**src/rtl/bcd_stopwatch_ctrl.sv**
```systemverilog
// bcd_stopwatch_ctrl: run/pause/lap stopwatch sequencer driving a synchronous
// BCD digit chain from two single-cycle button pulses.
// Optional build macro STOPWATCH_SAT_EN: saturate at all-9s with a sticky
// overflow flag instead of wrapping to zero.
module bcd_stopwatch_ctrl #(
    parameter int TICK_DIV   = 4,
    parameter int NUM_DIGITS = 2
) (
    input  logic                    clk,
    input  logic                    reset,
    input  logic                    btn_ss,
    input  logic                    btn_lr,
    output logic [4*NUM_DIGITS-1:0] count,
    output logic                    running,
    output logic                    lap_active,
    output logic                    tick,
    output logic                    wrap
);

    localparam int DW = 4 * NUM_DIGITS;
    localparam int PW = (TICK_DIV > 1) ? $clog2(TICK_DIV) : 1;
    localparam logic [PW-1:0] PRESC_MAX = PW'(TICK_DIV - 1);

    typedef enum logic [1:0] {
        S_IDLE  = 2'd0,
        S_RUN   = 2'd1,
        S_LAP   = 2'd2,
        S_PAUSE = 2'd3
    } state_t;

    state_t          state_q, state_d;
    logic [PW-1:0]   presc_q, presc_d;
    logic [DW-1:0]   digits_q, digits_d;
    logic [DW-1:0]   lap_q, lap_d;
    logic            wrap_q, wrap_d;
    logic            running_q, running_d;
    logic            lap_active_q, lap_active_d;

    logic            counting;
    logic            presc_top;
    logic            all_nines;
    logic            tick_int;
    logic            clear;
    logic            carry;

    // Detect the all-9s digit pattern that precedes a wrap (or saturation).
    always_comb begin
        all_nines = 1'b1;
        for (int i = 0; i < NUM_DIGITS; i++) begin
            if (digits_q[4*i +: 4] != 4'd9) all_nines = 1'b0;
        end
    end

    // Count enable: the prescaler terminal value while the watch is running.
    always_comb begin
        counting  = (state_q == S_RUN) || (state_q == S_LAP);
        presc_top = (presc_q == PRESC_MAX);
`ifdef STOPWATCH_SAT_EN
        tick_int  = counting && presc_top && !all_nines;
`else
        tick_int  = counting && presc_top;
`endif
    end

    // Button-driven state transitions; start/stop takes priority over lap/reset.
    always_comb begin
        state_d = state_q;
        lap_d   = lap_q;
        clear   = 1'b0;
        case (state_q)
            S_IDLE: begin
                if (btn_ss) state_d = S_RUN;
            end
            S_RUN: begin
                if (btn_ss) begin
                    state_d = S_PAUSE;
                end else if (btn_lr) begin
                    state_d = S_LAP;
                    lap_d   = digits_q;
                end
            end
            S_LAP: begin
                if (btn_ss)      state_d = S_PAUSE;
                else if (btn_lr) state_d = S_RUN;
            end
            S_PAUSE: begin
                if (btn_ss) begin
                    state_d = S_RUN;
                end else if (btn_lr) begin
                    state_d = S_IDLE;
                    clear   = 1'b1;
                end
            end
            default: state_d = S_IDLE;
        endcase
        running_d    = (state_d == S_RUN) || (state_d == S_LAP);
        lap_active_d = (state_d == S_LAP);
    end

    // Prescaler: free-runs while counting, retains its value while paused.
    always_comb begin
        presc_d = presc_q;
        if (clear) begin
            presc_d = '0;
        end else if (counting) begin
`ifdef STOPWATCH_SAT_EN
            if (all_nines && presc_top) presc_d = presc_q;
            else if (presc_top)         presc_d = '0;
            else                        presc_d = presc_q + 1'b1;
`else
            if (presc_top) presc_d = '0;
            else           presc_d = presc_q + 1'b1;
`endif
        end
    end

    // Ripple the tick through the digits as an enable: a digit advances only
    // when every lower digit is at 9.
    always_comb begin
        digits_d = digits_q;
        carry    = tick_int;
        for (int i = 0; i < NUM_DIGITS; i++) begin
            if (carry) begin
                if (digits_q[4*i +: 4] == 4'd9) begin
                    digits_d[4*i +: 4] = 4'd0;
                end else begin
                    digits_d[4*i +: 4] = digits_q[4*i +: 4] + 4'd1;
                    carry              = 1'b0;
                end
            end
        end
        if (clear) digits_d = '0;
    end

    // Wrap pulse after rollover, or sticky overflow when saturating.
    always_comb begin
`ifdef STOPWATCH_SAT_EN
        wrap_d = wrap_q || (counting && presc_top && all_nines);
`else
        wrap_d = tick_int && all_nines;
`endif
        if (clear) wrap_d = 1'b0;
    end

    // Single register bank for FSM, prescaler, digits, lap hold and flags.
    always_ff @(posedge clk) begin
        if (reset) begin
            state_q      <= S_IDLE;
            presc_q      <= '0;
            digits_q     <= '0;
            lap_q        <= '0;
            wrap_q       <= 1'b0;
            running_q    <= 1'b0;
            lap_active_q <= 1'b0;
        end else begin
            state_q      <= state_d;
            presc_q      <= presc_d;
            digits_q     <= digits_d;
            lap_q        <= lap_d;
            wrap_q       <= wrap_d;
            running_q    <= running_d;
            lap_active_q <= lap_active_d;
        end
    end

    // Display mux: frozen lap value only while in LAP.
    always_comb begin
        count      = (state_q == S_LAP) ? lap_q : digits_q;
        running    = running_q;
        lap_active = lap_active_q;
        tick       = tick_int;
        wrap       = wrap_q;
    end

endmodule

```
**config.mk**
```make
export PLATFORM = sky130hd
export DESIGN_NAME = bcd_stopwatch_ctrl
export DESIGN_NICKNAME = d
export VERILOG_FILES = /design/src/rtl/bcd_stopwatch_ctrl.sv
export SDC_FILE = /design/constraint.sdc
export NUM_CORES = 1
export LEC_CHECK = 0
export CAP_MARGIN = 20
export CORE_UTILIZATION = 40
export CTS_BUF_LIST = sky130_fd_sc_hd__clkbuf_4
export DETAILED_ROUTE_END_ITERATION = 10
export PLACE_DENSITY = 0.59
export SKIP_LAST_GASP = 1
export SLEW_MARGIN = 5
export SYNTH_ARGS = -nofsm -noshare
export SYNTH_HDL_FRONTEND = slang
export SYNTH_SLANG_ARGS = --single-unit
```
**constraint.sdc**
```tcl
create_clock -name clk -period 5 [get_ports clk]
set_clock_uncertainty 0.05 [all_clocks]
set_input_delay 0.5 -clock clk [delete_from_list [all_inputs] [get_ports clk]]
set_output_delay 0.5 -clock clk [all_outputs]
set_load 0.01 [all_outputs]
```
==> flow_summary.toml <==
[outcome]
result_of_the_run = "completed"

[critical_path]
critPathLaunchType = "flop"
timing.critical_path.cells = "inv_1 > ha_1 > mux2_2 > clkdlybuf4s50_1"
crit_path_end_kind = "primary output"
timing.critical_path.arrival_ns = 2.10
largest_stage_delay_worst_path_ns = 0.48
worstSetupPathType = "flop to primary output"
crit_path_max_fanout = 13
timing.critical_path.required_ns = 4.45
timing.critical_path.slowest_stage_cell = "sky130_fd_sc_hd__ha_1"

[global_route]
via_count_of_the_first_global_routing_pass = 864
largest_net_degree_at_the_start_of_global_routing = 14
globalRouteOverflowTotal = 0
groute.usage.overall_pct = 15.4
antenna_found_initial = 0
grt_first_pass_wirelength_mm = 3.80

[clocking]
numClockSinks = 23
clock_tree_from_tritoncts = "yes"
clock_insertion_delay_at_the_later_pin_of_the_skew_report_ns = 0.30
post_cts_hold_buffer_count = 0
cts_resized = 0
max-clock-path-buffers = 2
post-cts-setup-buffers = 0
cts_made_buffers = 3
h-tree-depth = 1
cts.clk_slew.worst_paths_ns = 0.12
root_buffer = "sky130_fd_sc_hd__clkbuf_4"

[final_layout]
design_area_final_mm2 = 0.00136
finalNonFillerCells = 170
areaGrowthSynthToFinish_pct = 16.5
antenna-diode-count = 0
layout-drive-gt1-share_pct = 12.2
final_net_count = 150

[sta]
tns_ns = 0
setup_viol = 0
period_share_pct = 53.0
worst_max_slew_pin_slew_ns = 0.585
finalHoldViolCount = 0
maxSlewViolCount = 0
post-route-worst-setup-slack_ns = 2.35
max-slew-margin-rel_pct = 60.9
unrepaired_setup_endpoints_after_global_routing = "no"
min_period_ns = 2.65
max_clock_freq_mhz = 377

[route]
first_pass_iters = 4
detail-route-antenna-nets = 0
totalWireLength_mm = 2.22
initialDrtViolationCount = 21
vias_per_cell = 5.42
drcViolationCount = 0
vias = 921
route.detailed.wl_per_inst_um = 13.0

[power_and_ir_drop]
switching_power_uw = 77.3
internal-power_uw = 243
power.sequential.fraction_pct = 59.7
vdd_ir_drop_max_v = 0.000153
total_power_uw = 320
clock_power_share_pct = 28.3
power.share.switching_pct = 24.2
total_leakage_power_nw = 0.561
combPwrFrac_pct = 12.0
cellPowerDensity_mw_per_mm2 = 235

[yosys]
number_of_enable_type_register_cells_in_the_synthesized_netlist = 0
post_synth_inst_count = 126
synth.top_cell.area_share_pct = 39.3
syn_nets = 136
post_synthesis_cell_type_count = 36
syn-mean-instance-area_um2 = 9.29
yosysTopAreaCell = "sky130_fd_sc_hd__dfxtp_1"
synth_seq_area_share_pct = 39.3
postSynthRegisterBits = 23
synth_async_sr_flop_share_pct = 0
synth_warnings = 0
synth_area_leaders = "sky130_fd_sc_hd__dfxtp_1 39%, sky130_fd_sc_hd__mux2i_1 7.7%, sky130_fd_sc_hd__mux2_2 7.7%"
synth-main-ff-cell = "sky130_fd_sc_hd__dfxtp_1"
post_synth_instance_area_mm2 = 0.00117

[floorplan]
die_w_um = 56.1
die_h_um = 56.1
core_area_mm2 = 0.00276
io_pins = 16
row_count = 19
die_area_mm2 = 0.00315
initial_core_util_pct = 42.5

[flow_run]
maxCapViolCount = 0

[min_path]
hold_crit_path_type = "flop to flop"

[placed_design]
place.gp.congestion = 0.839
port_buffers = 15
place_ws_ns = 2.67
dp_hpwl_mm = 1.54
post_place_cell_area_mm2 = 0.00133
dp.cells = 166
==> cell families after synthesis <==
group	Yosys count	synth area share, %
compound gates	21	11.0
xor+xnor	2	1.50
fa+ha+maj	6	6.41
buf+inv	11	3.85
flops	23	39.3
mux	17	15.4
simple gates	46	22.5
==> synth_stat cells (3+ instances only) <==
| cell | n |
|---|---|
| sky130_fd_sc_hd__nor2b_1 | 3 |
| sky130_fd_sc_hd__nor2_1 | 15 |
| sky130_fd_sc_hd__dfxtp_1 | 23 |
| sky130_fd_sc_hd__nand2_1 | 7 |
| sky130_fd_sc_hd__mux2_2 | 8 |
| sky130_fd_sc_hd__ha_1 | 6 |
| sky130_fd_sc_hd__buf_2 | 3 |
| sky130_fd_sc_hd__inv_1 | 4 |
| sky130_fd_sc_hd__a21oi_1 | 6 |
| sky130_fd_sc_hd__nand4_1 | 3 |
| sky130_fd_sc_hd__nand3b_1 | 5 |
| sky130_fd_sc_hd__o21ai_0 | 6 |
| sky130_fd_sc_hd__mux2i_1 | 9 |
==> registers in the layout, indices dropped and copies added (netlist names) <==
name        cells
state_q         2
presc_q         2
digits_q        8
wrap            1
lap_q           8
lap_active      1
running         1
==> per-stage QoR <==
step	utilization, %	hold slack, ns
2_1_floorplan	-	0.408
3_3_place_gp	48.4	0.424
3_5_place_dp	48.4	0.434
4_1_cts	49.5	0.465
5_1_grt	49.5	0.491
6_report	49.5	0.459
==> worst max-delay path, delay by kind of cell, from the launching register on <==
family	cells	cell delay [ns]
fa+ha+maj	1	0.48
buf+inv	2	0.56
flops	1	0.36
mux	1	0.40
==> layout make-up <==
type	instances	area, um2
multi-input combinational	92	666
clock buffer	4	30.0
sequential	23	460
fill	260	1390
inverter	5	18.8
timing repair buffer	15	150
tap	31	38.8
==> power groups by stage <==
stage          logic, mW  clock network (mW)  registers [mW]
5_1_grt           0.0438               0.104           0.192
2_1_floorplan     0.0265                   0           0.195
3_3_place_gp      0.0383                   0           0.195
6_report          0.0384              0.0906           0.191
4_1_cts           0.0391              0.0957           0.191
3_5_place_dp      0.0388                   0           0.195
==> placed cells by master (no fill, tap or decap), types with 5 or more instances in the layout <==
cell type / instances
sky130_fd_sc_hd__a21oi_1: 6
sky130_fd_sc_hd__clkdlybuf4s50_1: 15
sky130_fd_sc_hd__dfxtp_1: 23
sky130_fd_sc_hd__ha_1: 6
sky130_fd_sc_hd__mux2_2: 8
sky130_fd_sc_hd__mux2i_1: 9
sky130_fd_sc_hd__nand2_1: 7
sky130_fd_sc_hd__nand3b_1: 5
sky130_fd_sc_hd__nor2_1: 15
sky130_fd_sc_hd__o21ai_0: 6
==> layer usage <==
metal	wire, um	GRT usage [%]	up-vias
li1	-	-	472
met1	1080	18.8	435
met2	1070	27.0	12
met3	57	2.33	2
met4	17	6.27	0
met5	0	0	-
==> path summary, 6_finish.rpt <==
check | from | to | slack (ns) | cells after the start
min | lap_q[6]$_SDFFE_PP0P_ | lap_q[6]$_SDFFE_PP0P_ | 0.46 | 2
max | state_q[0]$_SDFF_PP0_ | count[4] | 2.35 | 4
min reg2reg | lap_q[6]$_SDFFE_PP0P_ | lap_q[6]$_SDFFE_PP0P_ | 0.46 | 2
max reg2reg | state_q[0]$_SDFF_PP0_ | running$_SDFF_PP0_ | 3.13 | 7
Power figures use the tool's default switching activity.
